--- config.mk ---
export PLATFORM = sky130hd
export DESIGN_NAME = mem_grant_sequencer
export DESIGN_NICKNAME = d
export VERILOG_FILES = /design/src/rtl/mem_grant_sequencer.sv
export SDC_FILE = /design/constraint.sdc
export NUM_CORES = 1
export LEC_CHECK = 0
export ABC_AREA = 0
export BUFFER_PORTS_ARGS = -buffer_cell sky130_fd_sc_hd__buf_2
export CELL_PAD_IN_SITES_DETAIL_PLACEMENT = 1
export CELL_PAD_IN_SITES_GLOBAL_PLACEMENT = 1
export CORE_MARGIN = 4
export CORE_UTILIZATION = 34
export CTS_CLUSTER_SIZE = 16
export DETAILED_ROUTE_END_ITERATION = 8
export GPL_ROUTABILITY_DRIVEN = 0
export PLACE_DENSITY = 0.8
export REMOVE_ABC_BUFFERS = 1
export SLEW_MARGIN = 30
export SYNTH_ARGS = -nofsm -noshare
export SYNTH_HDL_FRONTEND = slang
export SYNTH_SLANG_ARGS = --single-unit
--- constraint.sdc ---
create_clock -name clk -period 2.8 [get_ports clk]
set_input_delay 0.84 -clock clk [delete_from_list [all_inputs] [get_ports clk]]
set_output_delay 0.84 -clock clk [all_outputs]
set_load 0.05 [all_outputs]
--- src/rtl/mem_grant_sequencer.sv ---
// mem_grant_sequencer
// Takes the arbiter's one-hot grant and latches the owner's command. Runs one
// memory access on a req/ack port with a timeout. Then returns a one-cycle
// done/err pulse and the read data to that owner. Only one access is in
// flight at a time.
//
// Ports:
//   clk, reset         clock (rising edge), asynchronous active-high reset
//   grant[2:0]         one-hot grant from the arbiter
//   req_addr/wdata/we  packed per-requestor command fields (slot i = requestor i)
//   busy               high while the sequencer is not IDLE
//   mem_req/we/addr/wdata  memory request port, held stable during an access
//   mem_ack, mem_rdata memory acknowledge and read data
//   done[2:0], err[2:0] one-cycle completion / timeout pulses to the owner
//   rdata              last successfully read data
//   seq_state[1:0]     debug: 00 IDLE, 01 ACCESS, 10 RESP
module mem_grant_sequencer #(
  parameter int ADDR_W  = 8,
  parameter int DATA_W  = 16,
  parameter int TIMEOUT = 15
) (
  input  logic                clk,
  input  logic                reset,
  input  logic [2:0]          grant,
  input  logic [3*ADDR_W-1:0] req_addr,
  input  logic [3*DATA_W-1:0] req_wdata,
  input  logic [2:0]          req_we,
  output logic                busy,
  output logic                mem_req,
  output logic                mem_we,
  output logic [ADDR_W-1:0]   mem_addr,
  output logic [DATA_W-1:0]   mem_wdata,
  input  logic                mem_ack,
  input  logic [DATA_W-1:0]   mem_rdata,
  output logic [2:0]          done,
  output logic [2:0]          err,
  output logic [DATA_W-1:0]   rdata,
  output logic [1:0]          seq_state
);

  typedef enum logic [1:0] {
    IDLE   = 2'b00,
    ACCESS = 2'b01,
    RESP   = 2'b10,
    BAD    = 2'b11
  } state_t;

  // Last counter value before the access is aborted. The counter starts at 0
  // on the grant edge, so mem_req ends up high for exactly TIMEOUT cycles.
  localparam logic [7:0] LAST_CNT = 8'(TIMEOUT - 1);

  state_t      state_reg;
  logic [1:0]  owner_reg;
  logic [7:0]  wait_cnt_reg;

  // Unpacked views of the per-requestor command slots.
  logic [ADDR_W-1:0] addr_arr  [3];
  logic [DATA_W-1:0] wdata_arr [3];

  genvar gi;
  generate
    for (gi = 0; gi < 3; gi++) begin : g_slot
      assign addr_arr[gi]  = req_addr[gi*ADDR_W +: ADDR_W];
      assign wdata_arr[gi] = req_wdata[gi*DATA_W +: DATA_W];
    end
  endgenerate

  // Only an exactly one-hot grant starts an access. Zero and multi-hot grants
  // are ignored.
  logic       grant_valid;
  logic [1:0] grant_idx;

  always_comb begin
    grant_valid = 1'b0;
    grant_idx   = 2'd0;
    case (grant)
      3'b001: begin grant_valid = 1'b1; grant_idx = 2'd0; end
      3'b010: begin grant_valid = 1'b1; grant_idx = 2'd1; end
      3'b100: begin grant_valid = 1'b1; grant_idx = 2'd2; end
      default: begin grant_valid = 1'b0; grant_idx = 2'd0; end
    endcase
  end

  logic [2:0] owner_onehot;
  assign owner_onehot = 3'(3'b001 << owner_reg);

  assign seq_state = state_reg;

  always_ff @(posedge clk or posedge reset) begin
    if (reset) begin
      state_reg    <= IDLE;
      owner_reg    <= 2'd0;
      wait_cnt_reg <= 8'd0;
      busy         <= 1'b0;
      mem_req      <= 1'b0;
      mem_we       <= 1'b0;
      mem_addr     <= '0;
      mem_wdata    <= '0;
      done         <= 3'b000;
      err          <= 3'b000;
      rdata        <= '0;
    end else begin
      case (state_reg)
        IDLE: begin
          done <= 3'b000;
          err  <= 3'b000;
          if (grant_valid) begin
            owner_reg    <= grant_idx;
            mem_addr     <= addr_arr[grant_idx];
            mem_wdata    <= wdata_arr[grant_idx];
            mem_we       <= req_we[grant_idx];
            mem_req      <= 1'b1;
            busy         <= 1'b1;
            wait_cnt_reg <= 8'd0;
            state_reg    <= ACCESS;
          end
        end

        ACCESS: begin
          // Ack is checked first so an ack on the timeout edge still succeeds.
          if (mem_ack) begin
            mem_req <= 1'b0;
            if (!mem_we) begin
              rdata <= mem_rdata;
            end
            done      <= owner_onehot;
            state_reg <= RESP;
          end else if (wait_cnt_reg == LAST_CNT) begin
            mem_req   <= 1'b0;
            done      <= owner_onehot;
            err       <= owner_onehot;
            state_reg <= RESP;
          end else begin
            wait_cnt_reg <= wait_cnt_reg + 8'd1;
          end
        end

        RESP: begin
          done      <= 3'b000;
          err       <= 3'b000;
          busy      <= 1'b0;
          state_reg <= IDLE;
        end

        default: begin
          // Unreachable encoding. Go back to IDLE quietly.
          done      <= 3'b000;
          err       <= 3'b000;
          mem_req   <= 1'b0;
          busy      <= 1'b0;
          state_reg <= IDLE;
        end
      endcase
    end
  end

endmodule

After elaboration in Yosys (flattened, before gate mapping)
Cells that the tools add are included.
Operators by class
  reductions and logical operators: 10
  shift-type cells: 1
  add/subtract/negate cells: 1
  eq/ne operators: 11
  magnitude comparators: 2
  multiplexer cells: 28
  bitwise gates (word level): 4
Operator list (count)
  8-bit 2-to-1 mux: 5
  16-bit binary-select mux with 2-bit select: 1
  16-bit 2-to-1 mux: 2
  8-bit binary-select mux with 2-bit select: 1
  8-bit one-hot mux with 2 select lines: 1
  3-bit 2-to-1 mux: 5
  8-bit by 1-bit adder with 8-bit output (second input constant): 1
  8-bit by 4-bit == test with 1-bit output (second input constant): 1
  2-bit inequality test (second input constant): 4
  2-bit one-hot mux with 2 select lines: 2
  2-bit AND reduction: 4
  2-bit 2-to-1 mux: 3
  3-bit AND reduction: 2
  1-bit 2-to-1 mux: 5
  4-bit AND reduction: 1
  3-bit by 1-bit == test with 1-bit output (second input constant): 1
  3-bit by 2-bit == test with 1-bit output (second input constant): 1
  3-bit == test (second input constant): 1
  3-bit greater-or-equal comparator (second input constant): 1
  2-bit by 3-bit < comparator with 1-bit output (second input constant): 1
  3-bit inequality test (second input constant): 1
  1-bit inverter: 3
  2-bit inverter with 3-bit output: 1
  1-bit one-hot mux with 3 select lines: 1
  other kinds (8): 8
Word-level totals
  input port bits: 97
  output and inout bits: 51
  flip-flop bits (word level): 61

Longest topological paths before layout
Gate-level depths: netlist of run 1.
  depth in word-level cells: 6
  depth in mapped cells: 7
  gate-level depth less buffers: 6

Worst setup path before layout of run 1
No wires, ideal clock.
  path type: register to register
  start: register state_reg[1], in the netlist seq_state[1]
  end: register rdata[0]
  data required time: 2.675 ns
  library setup time: 0.125 ns
  path buffers: 2
  cell stages (with the launch flop): 6
  period minus slack after synthesis: 1.951 ns
  setup slack: 0.849 ns
  data arrival time: 1.827 ns
  path through: dfrtp_1 -> nand2b_1 -> buf_6 -> nor3b_4 -> buf_4 -> mux2_2
Between the ends
  cells in the longest elaborated chain, start to end: 2
Ends and longest elaborated chain
  start: declaration: line 52  | state_t state_reg;
  start signal: assignment: line 91  | state_reg <= IDLE;
  start signal: assignment: line 115  | state_reg <= ACCESS;
  start signal: assignment: line 127  | state_reg <= RESP;
  2-bit by 1-bit == test with 1-bit output: line 103  | case (state_reg)
  3-bit AND reduction (no line)
  end signal: assignment: line 124  | rdata <= mem_rdata;
  end: declaration: line 37  | output logic [DATA_W-1:0] rdata,
Every way passes these cells.
A chain may end at the register's enable or synchronous reset.

Final worst setup path of run 1
  start: register state_reg[1], in the netlist seq_state[1]
  end: register wait_cnt_reg[5]
Between the ends
  cells in the longest elaborated chain, start to end: 3
  elaborated cells between the ends (all ways): 8
Ends and longest elaborated chain
  2-bit by 1-bit == test with 1-bit output / 2-bit logical NOT (equally long branches): line 103
  2-bit inequality test (no line) / 2-bit nonzero test (equally long branches)
  4-bit AND reduction (no line)
  end signal: assignment: line 134  | wait_cnt_reg <= wait_cnt_reg + 8'd1;
  end: declaration: line 54  | logic [7:0] wait_cnt_reg;
Parallel ways exist; a longest one is shown, timed or not.

==> results.txt, run 1 <==
The run finished with clean final reports. The final hold violation count was 0. After detailed routing, the met3 layer carries approximately 750 um of wire. The worst setup path is captured at a register. The largest driver fanout on the critical path is 10. Once placement finished, the instance area stood at between 0.003 and 0.004 mm^2. The flip-flop and latch count after synthesis is 61.

The repair_antennas step left the layout with diodes totalling 0. Relative to the synthesized area, the layout overhead comes to 33.5%. The critical path ends at wait_cnt_reg[5]. The count of mapped cells out of synthesis is approximately 300. TritonCTS built the clock tree. Derived from the worst setup path, the maximum achievable clock frequency is about 500 MHz.

The overall routed net length came out at about 9000 um. The largest net degree at the start of global routing is slightly above 60. The via count of the first global-routing pass is 3064. Of the cells placed in the final design, the portion with a size suffix greater than 1 is a little over two fifths. The library cell used most frequently in the layout, excluding fill and tap cells, is sky130_fd_sc_hd__buf_2. The global route total overflow is 0. Setup repair after global routing left no endpoint under its margin. The total area inside the core boundary comes to about 0.0087 mm^2. The max-capacitance violation count is 0. The data required time of the critical path is roughly 3 ns. The via density per instance is ~5.1. Walking the worst path, the cells encountered are nand2b_1 -> a311o_1 -> and2_4 -> a211o_1. The uppermost layer routed is met4.

The transition time at the pin with the least slew margin is around 0.49 ns. The combined flip-flop and latch cell area is 0.00153 mm^2. The worst setup path startpoint is seq_state[1]. The sum of internal, switching and leakage power is around 0.0047 W. The category of the worst setup path launch point is a register. Summed over all cells, the static leakage comes to a little over 2 nW. Among all stages on the critical path, the largest delay is contributed by sky130_fd_sc_hd__a311o_1. The floorplan step set the die width to between 100 and 150 um.

The distinct cell type count of the synthesized netlist is 40. The worst max-slew margin expressed relative to the limit came out at about two thirds. The global routing usage summed across all routing layers came out at between 10% and 20%. The largest voltage drop on the vdd net is roughly 0.00038 V.

The detailed router put a total of 3760 um of wire on met1. The post-layout minimum cycle time came out at 2.00 ns. The detailed route wirelength on metal2 came out at approximately 4300 um. The vertical die dimension is 103 um. The setup path with the least slack is of type reg2reg. The cell count after placement is 541. The post-placement worst setup slack is around 0.48 ns.

The post-synthesis area per instance came out at around 10 um^2. The worst clock skew came out at about 0.0071 ns. Sequential cells were found to cover 50.2% of the synthesized design area. The Yosys warning count is 0.

During placement, the flow inserted port buffers numbering approximately 150. The highest cell delay on the worst timing path is 0.50 ns. The number of gates resized after CTS was 0. The routed layout has ~2800 vias. STA puts the critical path data arrival time at 2.21 ns. The final max-slew violation count came out at 0. The reg-to-reg setup timing slack is about 0.8 ns. After detailed routing, the average wire length per cell comes to 16.2 um. In the final layout, the registers with the most flip-flops are mem_wdata x16, rdata x16. The startpoint identified for the worst register-to-register timing path is seq_state[1].

Across all setup checks in the final design, the least slack found is approximately 0.80 ns. The root buffer cell chosen for the clock tree is sky130_fd_sc_hd__clkbuf_8. The global-route wire length before repair came out at 14800 um. The number of clock sinks came out at 61. The number of buffers inserted for hold repair after clock tree synthesis is 0. In the layout the commonest cells are 147 x sky130_fd_sc_hd__buf_2, 61 x sky130_fd_sc_hd__dfrtp_1, 37 x sky130_fd_sc_hd__nand2_1, 28 x sky130_fd_sc_hd__nor2_1. The number of top-level pins is ~150. The share of the cycle needed by the critical path after routing is ~72%.

The ratio of total power to cell area came out at approximately 1200 mW/mm^2. The endpoint identified for the worst register-to-register timing path is wait_cnt_reg[5]. In this run the most critical hold path is launched from done[2].

Hold timing on the final database bottoms out at a slack of ~0.47 ns. The floorplan die area came out at 0.0105 mm^2. The total clock buffers created by CTS came out at 9. The number of filler cells placed in the layout is approximately 1100.

The post-route DRC violation count came out at 0. The initial utilization of the core area, before any placement, comes to 34.8%. The number of antenna violations at the first check in global routing came out at 0. The row count came out at 34. Setup violations remaining at the end of the flow were counted as 0. Summing every instance area after synthesis gives ~0.0030 mm^2. The area taken by multi-input logic gates is 0.00138 mm^2.

The clock latency on the worst-skew pair came out at 0.33 ns. The buffer levels on the longest clock path came out at 2. The total number of nets in the final design is 543. The first-iteration detailed-routing DRC count is 66. The number of nets with antenna violations after detailed routing is 0.

Buffers added to address setup during post-CTS repair amount to 0. For this run, the number of standard cells in the final layout without fillers is roughly 560. The number of cells on the worst reg-to-reg path is 4. With fillers left out, the area of the finished cells amounts to around 0.0041 mm^2. The first-pass iteration count of the detailed router came out at 4. The tightest min-delay check is of the reg2reg type.

The half-perimeter wire length of the detailed placement result is 6800 um. The maximum level of the CTS H-tree is 3. The clock-pin slew of the registers on the worst-case setup and hold paths came out at ~0.08 ns.
-- synth_stat cells, drive strengths merged --
cell	instances	area, um^2
buf	11	76.3
and3	4	25.0
a211o	2	17.5
a311o	1	10.0
nor4	1	12.5
xor2	1	8.76
o21a	1	7.51
o21ai	5	25.0
a21o	1	7.51
nor2	28	105
nand4	2	12.5
mux2	19	214
dfrtp	61	1530
o31ai	26	195
inv	7	26.3
a22o	2	17.5
a311oi	1	15.0
and2	3	23.8
a31oi	3	18.8
nor3	4	20.0
nand2b	1	6.26
nand3	5	25.0
a21oi	3	15.0
a41oi	2	17.5
nor3b	4	46.3
nand2	37	139
nor2b	26	163
ha	2	25.0
clkbuf	9	35.0
a211oi	25	188
o211ai	2	15.0
-- metrics by stage --
| stage | util (%) | TNS (ns) |
|---|---|---|
| global placement | 44.5 | 0 |
| global route | 46.5 | 0 |
| floorplan | - | -23.38 |
| finish | 46.5 | 0 |
| detailed placement | 44.5 | 0 |
| CTS | 46.5 | 0 |
-- final cells by class --
cell class                      instances  area share (%)
Sequential cell                        61            37.6
Multi-Input combinational cell        211            34.1
Timing Repair Buffer                  154            20.0
Tap cell                              108            3.33
Clock buffer                            9            3.05
Clock inverter                          7            1.23
Inverter                                7           0.648
-- worst min path at each step --
stage	end	cells past startpoint
after floorplan	wait_cnt_reg[3]	1
after global placement	done[0]	2
after detailed placement	mem_wdata[11]	2
after CTS	done[1]	2
after global routing	mem_wdata[0]	2
final	done[2]	2
-- critical path: cells and delay by family (launching register included) --
family,cells,cell delay [ns]
compound gates,2,0.80
flops,1,0.45
simple gates,2,0.63
-- report_power, final --
| part | switching [W] | internal [W] |
|---|---|---|
| registers | 0.000248 | 0.00126 |
| logic | 0.00184 | 0.000660 |
| clock network | 0.000373 | 0.000325 |
-- logic make-up after synthesis --
family                   share of synthesized area, %
AND/OR/NAND/NOR                                  19.0
AO/OA/AOI/OAI                                    18.1
flip-flops                                       50.2
buffers and inverters                            4.53
multiplexers                                     7.04
adder cells (fa/ha/maj)                         0.823
XOR/XNOR                                        0.288
-- routing by layer --
metal | vias up | track usage [%]
li1 | 1358 | -
met1 | 1347 | 22.1
met2 | 115 | 29.7
met3 | 16 | 5.07
met4 | 0 | 7.37
met5 | - | 0
Note: power is estimated with default switching activity, not from simulation.
==> run 2, diff against run 1 <==
Settings changed: ABC_AREA 0 to 1, CORE_UTILIZATION 34 to 33, PLACE_DENSITY 0.8 to 0.79.
Clock period 2.8 ns to 2.07 ns, I/O delays scaled along.
==> run 2 against run 1 <==
  * Synthesized cell count rose by 33%
  * Critical path depth up 5
  * Via count increased by 14%
  * Clock-buffer cell count increased by 1
  * First-iteration DRC count is 67% higher
  * Die area is 8.1% higher
  * Worst setup slack got worse by 0.43 ns
  * Global-route usage up 0.52 points
  * Sequential power grew 33%
  * Sequential share of layout area down 2.1 points
  * Fmax up 18%
  * Critical path type unchanged
  * Highest routed layer unchanged
==> results.txt, run 2 <==
The total clock buffers created by CTS came out at 9. Sequential cells account for ~31% of the total power. The sum of internal, switching and leakage power is around 0.0064 W. The async set or reset register ratio after synthesis is 100%. The Yosys step of the flow raised 0 warnings.

The filler-free cell count of the finished design came out at between 600 and 700. Counting every instance in the synthesized netlist gives a little under 400. The initial utilization of the core area, before any placement, comes to roughly a third. The leakage power came out at 2.36 nW. The flow ran to the end, and the final reports show no timing, DRC or antenna violations. The final hold violation count came out at 0. The number of top-level pins is ~150. The vertical die dimension is about 110 um. In this run the critical register-to-register path is captured at wait_cnt_reg[1]. The clock latency on the worst-skew pair came out at 0.34 ns. The number of buffers inserted for hold repair after clock tree synthesis came out at 0. The internal portion of the total power is 0.00302 W. The wire length per cell is 14.6 um. The utilization after layout came out at between 40% and 50%. Setup violations remaining at the end of the flow were counted as 0. The floorplan die area came out at 0.0114 mm^2. The ratio of total power to cell area is ~1500 mW/mm^2.

The combinational power share is a little over half. Counting the fill cells in the layout gives 1218. After the first detailed-routing iteration, the DRC count stood at between 100 and 150. The worst setup path is captured at a register.

The startpoint of the worst-slack reg-to-reg timing path is wait_cnt_reg[0]. The first-pass iteration count of the detailed router is 4. The antenna diode count is 0. Measured against its own limit, the worst slew margin works out to between 70% and 80%. The die span in x came out at roughly 110 um. The number of resized instances in the post-cts repair step is 0. The cell count after placement came out at approximately 670. The reg-to-reg setup timing slack is 0.37 ns. The reported net switching power came out at 0.00340 W. After clock tree synthesis, the clock-pin slew on the worst setup and hold paths is approximately 0.07 ns.

The total number of nets in the final design came out at around 650. The cell chosen for the clock root is sky130_fd_sc_hd__clkbuf_8. The final max-slew violation count is 0. The global-route wire length before repair is roughly 17000 um.

The distinct cell type count of the synthesized netlist came out at 22. The relative contribution of the clock network to total power is around 15%. Between clock sinks in the finished design, the worst skew comes to 0.0121 ns. The area of the mapped netlist is about 0.0032 mm^2. The layout overhead on the synthesized area is 33.9%.

VDD sags by at most a little under 0.0005 V. The library cells used most frequently in the layout, excluding fill and tap cells, are 147 x sky130_fd_sc_hd__buf_2, 134 x sky130_fd_sc_hd__nand2_1, 93 x sky130_fd_sc_hd__nand3_1, 61 x sky130_fd_sc_hd__dfrtp_1, 25 x sky130_fd_sc_hd__or2_2. The number of clock sinks is between 60 and 70.

The post-layout minimum cycle time is ~1.7 ns. The transition time at the pin with the least slew margin came out at between 0.3 and 0.4 ns. In the final layout, the registers with the most flip-flops are mem_wdata x16, rdata x16. The via count of the first global-routing pass is 3618. After synthesis, flip-flops and latches occupy a little under half of the total area. The most common cell after layout, fill and taps aside is sky130_fd_sc_hd__buf_2. In this run switching power makes up between 50% and 60% of total power.

The post-route DRC violation count is 0. The highest attainable clock frequency came out at between 500 and 600 MHz. The flip-flop and latch count after synthesis came out at 61.

The largest driver fanout on the critical path came out at 9. The category of the worst setup path launch point is a register. The overall routed net length came out at 9970 um. The number of enable-type register cells in the synthesized netlist is 0.

The fraction of layout cells with a size suffix above 1 is 40.4%. Once routing completed, OpenROAD measured the worst setup slack at around 0.37 ns. The via density per instance is between 4 and 5. Across the run, the number of max-cap violations was 0. The area share of the largest cell type after synthesis is between 40% and 50%. The number of cells on the worst reg-to-reg path came out at 9. By count the netlist is led by 134 x sky130_fd_sc_hd__nand2_1, 93 x sky130_fd_sc_hd__nand3_1, 61 x sky130_fd_sc_hd__dfrtp_1. The largest net degree at the start of global routing came out at 62. Summed over all layers, the global routing overflow is 0. The buffer levels on the longest clock path came out at 2. The number of antenna violations at the first check in global routing is 0. The CTS tree is yes. The worst path arrival time is roughly 1.9 ns. The post-synthesis cell type with the largest combined area is sky130_fd_sc_hd__dfrtp_1. The clock tree synthesis step divided the H-tree into 3 levels. In this run the standard cell core region covers 0.00937 mm^2. The path class of the tightest hold or removal check is in2async. The row count came out at 35.

The cell with the most instances after synthesis is sky130_fd_sc_hd__nand2_1. The half-perimeter wire length of the detailed placement result came out at around 7900 um. By area the synthesized netlist is led by sky130_fd_sc_hd__dfrtp_1 48%, sky130_fd_sc_hd__nand2_1 16%, sky130_fd_sc_hd__nand3_1 15%, sky130_fd_sc_hd__mux2_2 5.6%, sky130_fd_sc_hd__or2_2 4.9%. The count of buffers added on input and output ports is 147. The count of vias placed by the detailed router came out at 3238. Setup repair after global routing left no endpoint under its margin.

For the final routed database, the setup TNS stands at 0 ns. The worst setup path is of the reg2reg kind. The post-CTS setup buffer count is 0. In the synthesized netlist the dominant register cell turns out to be sky130_fd_sc_hd__dfrtp_1. The data required time of the critical path is ~2.3 ns. The global routing usage summed across all routing layers came out at roughly 18%. Of the available clock period, the critical path in the final layout requires 82.2%. The number of nets with antenna violations after detailed routing came out at 0.

The post-placement worst setup slack is ~0.22 ns. The average instance in the mapped netlist occupies 8.06 um^2.
-- run 2: per-layer routing --
layer	share of wire, %	wire length [um]	up-vias	global-route usage (%)
met2	49	4890	111	31.6
met3	8.1	810	7	5.90
met5	0	0	-	0
met1	42	4170	1530	22.8
met4	0.93	93	0	4.11
li1	-	-	1590	-
-- run 2: area by class of cell --
class	instances	area (um^2)	share of cell area, %
Inverter	18	67.6	1.57
Sequential cell	61	1530	35.5
Timing Repair Buffer	161	866	20.2
Tap cell	129	161	3.76
Clock buffer	10	138	3.21
Multi-Input combinational cell	299	1500	34.9
Clock inverter	5	36.3	0.845
-- run 2: worst max-delay path, stage by stage, from the launching register on --
cell and delay (ns):
sky130_fd_sc_hd__dfrtp_1 0.42, sky130_fd_sc_hd__inv_1 0.12, sky130_fd_sc_hd__ha_1 0.17, sky130_fd_sc_hd__nand2_1 0.05, sky130_fd_sc_hd__nor2_1 0.12, sky130_fd_sc_hd__nand2_1 0.09, sky130_fd_sc_hd__nand3_1 0.10, sky130_fd_sc_hd__clkinv_1 0.28
sky130_fd_sc_hd__nand2_1 0.16, sky130_fd_sc_hd__nand2_1 0.08
-- run 2: worst max path at each step --
| stage | from | endpoint | slack (ns) | cells past startpoint |
|---|---|---|---|---|
| floorplan | grant[0] | wait_cnt_reg[2] | -0.41 | 7 |
| global placement | grant[1] | mem_we | 0.24 | 8 |
| detailed placement | grant[1] | mem_addr[4] | 0.22 | 8 |
| CTS | seq_state[1] | seq_state[1] | 0.35 | 1 |
| global route | wait_cnt_reg[0] | wait_cnt_reg[0] | 0.19 | 9 |
| finish | wait_cnt_reg[0] | wait_cnt_reg[1] | 0.37 | 9 |
-- run 2: cell families after synthesis --
| group | count (synthesis) | synth area share, % |
|---|---|---|
| adder cells (fa/ha/maj) | 2 | 0.780 |
| buffers and inverters | 38 | 5.69 |
| AO/OA/AOI/OAI | 6 | 1.37 |
| AND/OR/NAND/NOR | 273 | 38.4 |
| multiplexers | 16 | 5.62 |
| flip-flops | 61 | 47.6 |
| XOR/XNOR | 2 | 0.546 |
-- run 2: metrics by stage --
stage	hold slack [ns]	instance area, um^2
3_3_place_gp	0.453	4120
2_1_floorplan	0.493	3090
4_1_cts	0.351	4290
3_5_place_dp	0.456	4120
5_1_grt	0.364	4290
6_report	0.346	4290
-- run 2: power by group through the flow --
stage / combinational (W) / clock, W / sequential [W]
finish: 0.00347 / 0.000938 / 0.00201
CTS: 0.00352 / 0.000968 / 0.00202
detailed placement: 0.00353 / 0 / 0.00202
global placement: 0.00342 / 0 / 0.00201
global route: 0.00371 / 0.00102 / 0.00209
floorplan: 0.000862 / 0 / 0.00362
